==> config.mk <==
export PLATFORM = sky130hd
export DESIGN_NAME = keypad_code_ctrl
export DESIGN_NICKNAME = d
export VERILOG_FILES = /design/src/rtl/keypad_code_ctrl.sv
export SDC_FILE = /design/constraint.sdc
export NUM_CORES = 1
export LEC_CHECK = 0
export BUFFER_PORTS_ARGS = -buffer_cell sky130_fd_sc_hd__buf_2
export CAP_MARGIN = 20
export CORE_ASPECT_RATIO = 0.6
export CORE_MARGIN = 2
export CORE_UTILIZATION = 30
export CTS_CLUSTER_DIAMETER = 150
export DETAILED_ROUTE_END_ITERATION = 10
export GPL_TIMING_DRIVEN = 0
export PLACE_DENSITY = 0.58
export SYNTH_ARGS = -nofsm -noshare
export SYNTH_HDL_FRONTEND = slang
export SYNTH_SLANG_ARGS = --single-unit
==> constraint.sdc <==
create_clock -name clk -period 1.9 [get_ports clk]
set_input_delay 0.095 -clock clk [delete_from_list [all_inputs] [get_ports clk]]
set_output_delay 0.095 -clock clk [all_outputs]
set_load 0.05 [all_outputs]
==> src/rtl/keypad_code_ctrl.sv <==
// keypad_code_ctrl: collects a multi-digit PIN from key events, compares it with
// the stored code and emits a one-cycle arm/disarm command for the alarm FSM.
// Repeated failures lock the keypad for a fixed number of enabled cycles.
//
// Optional feature macro: KPC_DURESS_EN. When it is defined, the duress code
// (PIN with its last digit incremented mod 10) followed by DISARM disarms
// normally and also raises the sticky duress output.
//
// Key interface: key_valid is a strobe with no back-pressure. A key is consumed
// on any clock edge where ENA=1 and key_valid=1; with ENA=0 the key is simply
// not seen, so the source must hold key_valid/key_code across an enabled edge.
//
// All outputs are registered. Pulsed outputs (keypad_out, cmd_valid,
// entry_error) hold their value until the next ENA=1 edge.
module keypad_code_ctrl #(
  parameter int                    CODE_LEN    = 4,
  parameter logic [4*CODE_LEN-1:0] PIN         = 16'h1234,
  parameter int                    MAX_FAIL    = 3,
  parameter int                    LOCK_CYCLES = 200,
  parameter int                    TIMEOUT     = 100
) (
  input  logic       clk,
  input  logic       reset,
  input  logic       ENA,
  input  logic       key_valid,
  input  logic [3:0] key_code,
  output logic [3:0] keypad_out,
  output logic       cmd_valid,
  output logic       entry_error,
  output logic       locked,
  output logic [3:0] digit_count,
`ifdef KPC_DURESS_EN
  output logic       duress,
`endif
  output logic [1:0] state_dbg
);

  localparam int W  = 4 * CODE_LEN;
  localparam int TW = $clog2(TIMEOUT + 1);
  localparam int LW = $clog2(LOCK_CYCLES + 1);
  localparam int FW = $clog2(MAX_FAIL + 1);

  localparam logic [3:0]    CODE_LEN_C   = 4'(CODE_LEN);
  localparam logic [TW-1:0] TIMEOUT_LAST = TW'(TIMEOUT - 1);
  localparam logic [LW-1:0] LOCK_LAST    = LW'(LOCK_CYCLES - 1);
  localparam logic [FW-1:0] MAX_FAIL_C   = FW'(MAX_FAIL);

  localparam logic [3:0] CMD_ARM    = 4'b0011;
  localparam logic [3:0] CMD_DISARM = 4'b1100;

`ifdef KPC_DURESS_EN
  // Duress code: same leading digits, last digit advanced by one (9 wraps to 0).
  localparam logic [3:0]   PIN_LAST    = PIN[3:0];
  localparam logic [3:0]   DURESS_LAST = (PIN_LAST == 4'd9) ? 4'd0 : PIN_LAST + 4'd1;
  localparam logic [W-1:0] DURESS_PIN  = ((PIN >> 4) << 4) | W'(DURESS_LAST);
`endif

  typedef enum logic [1:0] {
    S_IDLE    = 2'd0,
    S_ENTRY   = 2'd1,
    S_LOCKOUT = 2'd2
  } state_t;

  state_t        state_q,   state_d;
  logic [W-1:0]  buf_q,     buf_d;
  logic [3:0]    count_q,   count_d;
  logic          over_q,    over_d;
  logic [FW-1:0] fail_q,    fail_d;
  logic [TW-1:0] idle_q,    idle_d;
  logic [LW-1:0] lock_q,    lock_d;
  logic [3:0]    keypad_q,  keypad_d;
  logic          cmd_q,     cmd_d;
  logic          err_q,     err_d;
  logic          locked_q,  locked_d;
`ifdef KPC_DURESS_EN
  logic          duress_q,  duress_d;
  logic          duress_match;
`endif

  // Key classification; only meaningful on an enabled edge.
  logic          key_digit;
  logic          key_arm;
  logic          key_disarm;
  logic          key_clear;
  logic          full_entry;
  logic          pin_match;
  logic [W-1:0]  buf_shift;
  logic [FW-1:0] fail_inc;

  // Decode the key and precompute the shifted buffer and match conditions.
  always_comb begin
    key_digit  = key_valid && (key_code <= 4'd9);
    key_arm    = key_valid && (key_code == 4'hA);
    key_disarm = key_valid && (key_code == 4'hB);
    key_clear  = key_valid && (key_code == 4'hC);
    buf_shift        = buf_q << 4;
    buf_shift[3:0]   = key_code;
    full_entry = (count_q == CODE_LEN_C) && !over_q;
    pin_match  = full_entry && (buf_q == PIN);
    fail_inc   = fail_q + FW'(1);
`ifdef KPC_DURESS_EN
    duress_match = full_entry && (buf_q == DURESS_PIN);
`endif
  end

  // State and output registers; reset wins over ENA, nothing moves while ENA=0.
  always_ff @(posedge clk) begin
    if (reset) begin
      state_q  <= S_IDLE;
      buf_q    <= '0;
      count_q  <= '0;
      over_q   <= 1'b0;
      fail_q   <= '0;
      idle_q   <= '0;
      lock_q   <= '0;
      keypad_q <= 4'b0000;
      cmd_q    <= 1'b0;
      err_q    <= 1'b0;
      locked_q <= 1'b0;
`ifdef KPC_DURESS_EN
      duress_q <= 1'b0;
`endif
    end else if (ENA) begin
      state_q  <= state_d;
      buf_q    <= buf_d;
      count_q  <= count_d;
      over_q   <= over_d;
      fail_q   <= fail_d;
      idle_q   <= idle_d;
      lock_q   <= lock_d;
      keypad_q <= keypad_d;
      cmd_q    <= cmd_d;
      err_q    <= err_d;
      locked_q <= locked_d;
`ifdef KPC_DURESS_EN
      duress_q <= duress_d;
`endif
    end
  end

  // Next-state and next-output logic for one enabled edge.
  always_comb begin
    state_d  = state_q;
    buf_d    = buf_q;
    count_d  = count_q;
    over_d   = over_q;
    fail_d   = fail_q;
    idle_d   = idle_q;
    lock_d   = lock_q;
    keypad_d = 4'b0000;
    cmd_d    = 1'b0;
    err_d    = 1'b0;
    locked_d = locked_q;
`ifdef KPC_DURESS_EN
    duress_d = duress_q;
`endif

    case (state_q)
      S_IDLE: begin
        // Only a digit starts an entry; commands with nothing entered are ignored.
        if (key_digit) begin
          buf_d   = W'(key_code);
          count_d = 4'd1;
          over_d  = 1'b0;
          idle_d  = '0;
          state_d = S_ENTRY;
        end
      end

      S_ENTRY: begin
        if (key_digit) begin
          idle_d = '0;
          if (count_q < CODE_LEN_C) begin
            buf_d   = buf_shift;
            count_d = count_q + 4'd1;
          end else begin
            // Too many digits: remember it so the attempt can never match.
            over_d = 1'b1;
          end
        end else if (key_clear) begin
          state_d = S_IDLE;
        end else if (key_arm || key_disarm) begin
          state_d = S_IDLE;
          if (pin_match) begin
            keypad_d = key_arm ? CMD_ARM : CMD_DISARM;
            cmd_d    = 1'b1;
            fail_d   = '0;
          end
`ifdef KPC_DURESS_EN
          else if (key_disarm && duress_match) begin
            // Silent alarm: disarm as usual, leave the failure count alone.
            keypad_d = CMD_DISARM;
            cmd_d    = 1'b1;
            duress_d = 1'b1;
          end
`endif
          else begin
            err_d  = 1'b1;
            fail_d = fail_inc;
            if (fail_inc == MAX_FAIL_C) begin
              state_d  = S_LOCKOUT;
              locked_d = 1'b1;
              lock_d   = '0;
            end
          end
        end else if (idle_q == TIMEOUT_LAST) begin
          // Abandoned entry: discard quietly, not a failed attempt.
          state_d = S_IDLE;
        end else begin
          idle_d = idle_q + TW'(1);
        end

        // Any exit from ENTRY discards the partial code.
        if (state_d != S_ENTRY) begin
          buf_d   = '0;
          count_d = '0;
          over_d  = 1'b0;
          idle_d  = '0;
        end
      end

      S_LOCKOUT: begin
        // Keys are ignored; release after exactly LOCK_CYCLES enabled cycles.
        if (lock_q == LOCK_LAST) begin
          state_d  = S_IDLE;
          locked_d = 1'b0;
          fail_d   = '0;
          lock_d   = '0;
        end else begin
          lock_d = lock_q + LW'(1);
        end
      end

      default: begin
        state_d  = S_IDLE;
        locked_d = 1'b0;
      end
    endcase
  end

  // Registered outputs.
  always_comb begin
    keypad_out  = keypad_q;
    cmd_valid   = cmd_q;
    entry_error = err_q;
    locked      = locked_q;
    digit_count = count_q;
    state_dbg   = state_q;
`ifdef KPC_DURESS_EN
    duress      = duress_q;
`endif
  end

endmodule
==> impl_metrics.json <==
{
  "status": "finished with violations",
  "violations": "negative setup slack",
  "drt_iter0_drc": 82,
  "num_rows": 23,
  "period_share": 1.039,
  "ys_seq_area_frac": 0.4356,
  "clock_sinks": 45,
  "utilization": 0.4059,
  "layout.nets": 290,
  "final_hold_viol_count": 0,
  "routed_via_density": 5.148,
  "cap_viol_max_count": 0,
  "vias": 1879,
  "drc": 0,
  "htree_levels": 2,
  "clk_pin_slew_worst_paths_ns": 0.07,
  "async_reset_ff_frac": 0,
  "syn_to_final_growth_pct": 31.03,
  "ant_nets": 0,
  "p_per_area_nw_per_um2": 737.8,
  "dr.pass1.iters": 4,
  "root_buffer": "clkbuf_16",
  "power.leakage_nw": 1.027,
  "synth_seq_cells": 45,
  "ys_types": 47,
  "synth.area.top_cells": "dfxtp_1 (44%), a22o_1 (5.9%), nor2_1 (4.9%), a21oi_1 (4.6%), nand2_1 (3.1%)",
  "synth_top_cell_by_area": "dfxtp_1",
  "dpl.cell_count": 345,
  "syn_avg_cell_area_um2": 8.690,
  "synth-main-ff-cell": "dfxtp_1",
  "wl_um": 5322,
  "core-area_um2": 6676,
  "place_congestion": 0.7994,
  "track_usage": 0.1455,
  "worstMarginPinSlew_ns": 0.6301,
  "io_pins": 21,
  "ir_drop_mv": 0.4678,
  "layout_setup_ws_ns": -0.07393,
  "fin_skew_ns": 0.009600,
  "yosysWarnings": 0,
  "crit_fanout": 5,
  "io_buffers": 20,
  "synthesis.nets": 251,
  "crit_type": "reg -> reg",
  "startpoint_type": "flop",
  "start_util": 0.3098,
  "grt_first_pass_wirelength_um": 8694,
  "holdWs_ns": 0.1851,
  "dp_hpwl_um": 3659,
  "wl_per_cell_um": 14.58,
  "die-height_um": 68.32,
  "clockBufferDepth": 2,
  "hp-class": "in -> reg",
  "synth_edf_count": 0,
  "gr-total-overflow": 0,
  "fin_cells": 365,
  "cts_buffers": 5,
  "antenna_found_initial": 0,
  "synth_area_um2": 2068,
  "finalSetupViolations": 13,
  "synth_cells": 238,
  "antenna_cells": 0,
  "setup_tns_ns": -0.4363,
  "power.total_mw": 2.000,
  "required_ns": 2.11,
  "grt_setup_unrepaired": "yes",
  "synth_top_area_share": 0.4356,
  "grt_pass1_vias": 1709,
  "dieWidth_um": 111.2,
  "dieArea_um2": 7596,
  "drive_above_1_share": 0.3129,
  "clkLatencyLatePin_ns": 0.29,
  "slew_headroom": 0.5771,
  "end_kind": "flop",
  "final_max_slew_viol_count": 0,
  "fillCellCount": 690,
  "fmax_mhz": 506.6,
  "cts_tree": "built",
  "fin_crit_ns": 1.974,
  "grt_start_max_net_pins": 16,
  "arrival_ns": 2.19
}
power by group:
part           internal [mW]  switching, mW  total (mW)
Sequential             0.948         0.0119       0.960
Combinational         0.0667          0.111       0.178
Clock                  0.489          0.373       0.862
Total                   1.50          0.496        2.00
registers in the layout (all words and copies together), names as in the netlist:
name,cells
digit_count,4
keypad_out,2
idle_q,7
buf_q,16
over_q,1
entry_error,1
cmd_valid,1
state_dbg,2
lock_q,8
locked,1
fail_q,2
synth_stat cells (all sizes together) (2+ instances only):
cell type and count:
o211ai 2, nor4b 2, mux2i 2, clkbuf 6, a211oi 3, buf 6
xnor2 6, or3 5, nand3b 2, a22o 15, ha 5, inv 9
o21ai 10, a31o 4, nor2b 4, nor2 27, dfxtp 45, nand2 17
and2 2, nand4 5, nand2b 2, a21oi 19, a22oi 3, nor4 2
nor3 6, nor4bb 2, o21a 2, nand3 5, and3 5, or2 2
area by class of cell:
cell class | instances | area, um2 | share of cell area
plain buffers | 9 | 61.31 | 0.02262
clock buffers | 5 | 125.1 | 0.04617
clock inverters | 3 | 22.52 | 0.008310
inverters | 9 | 33.78 | 0.01247
multi-input cells | 172 | 1214 | 0.4478
flip-flops and latches | 45 | 924.6 | 0.3412
well taps | 87 | 108.9 | 0.04017
repair buffers | 35 | 220.2 | 0.08126
through the flow:
| stage | cell area, um2 | setup WS (ns) |
|---|---|---|
| finish | 2710 | -0.07393 |
| global route | 2710 | -0.1348 |
| CTS | 2609 | -0.07203 |
| detailed placement | 2322 | -0.3006 |
| global placement | 2322 | -0.2639 |
| floorplan | 2113 | -0.1255 |
metal layers:
layer	vias up	track usage	share of wire
met5	-	0	0
met4	0	0.02315	0.0039
met3	4	0.04252	0.049
met2	42	0.2127	0.43
met1	891	0.2143	0.52
li1	942	-	-
critical path, stage by stage, from the launching register on:
cell and delay (ns):
dfxtp_2 0.33, ha_4 0.16, nor2b_4 0.13, a22o_4 0.28, or3_4 0.35, or2_1 0.23, or3_1 0.31, a21oi_1 0.12
repair_timing:
| item | CTS | global route |
|---|---|---|
| gates resized for setup | 19 | 23 |
| setup buffers | 11 | 3 |
| pin swaps | 9 | 12 |
| hold buffers | 0 | 0 |
| cloned | 0 | 1 |
| endpoints found under the setup margin | 34 | 39 |
path summary, 6_finish.rpt:
kind,from,end,slack [ns],cells after the start
worst max-delay path,idle_q[1],idle_q[5],-0.07,7
worst min-delay path,key_code[1],buf_q[1],0.19,4
worst max register to register,idle_q[1],idle_q[5],-0.07,7
worst min register to register,fail_q[1],fail_q[1],0.47,2
kinds of logic after synthesis:
family / share of synthesized area
flip-flops: 0.4356
AND/OR/NAND/NOR: 0.2293
AO/OA/AOI/OAI: 0.2226
XOR/XNOR: 0.02541
buffers and inverters: 0.04718
adder cells (fa/ha/maj): 0.03025
multiplexers: 0.009680
cells in the final DEF, fill, tap and decap left out, types with 4 or more instances in the layout:
cell type / synthesis / layout
inv_1: 9 / 8
clkbuf_16: 0 / 5
a31o_2: 4 / 4
dfxtp_1: 45 / 34
nand2_1: 17 / 17
dfxtp_2: 0 / 7
xnor2_1: 6 / 6
o21ai_0: 8 / 6
nor3_1: 6 / 5
dfxtp_4: 0 / 4
buf_2: 3 / 21
and3_1: 5 / 5
a22o_1: 14 / 14
buf_4: 2 / 15
nand3_1: 5 / 4
nor2_1: 27 / 25
nand4_1: 5 / 5
a21oi_1: 19 / 16
(Power assumes the default switching activity.)
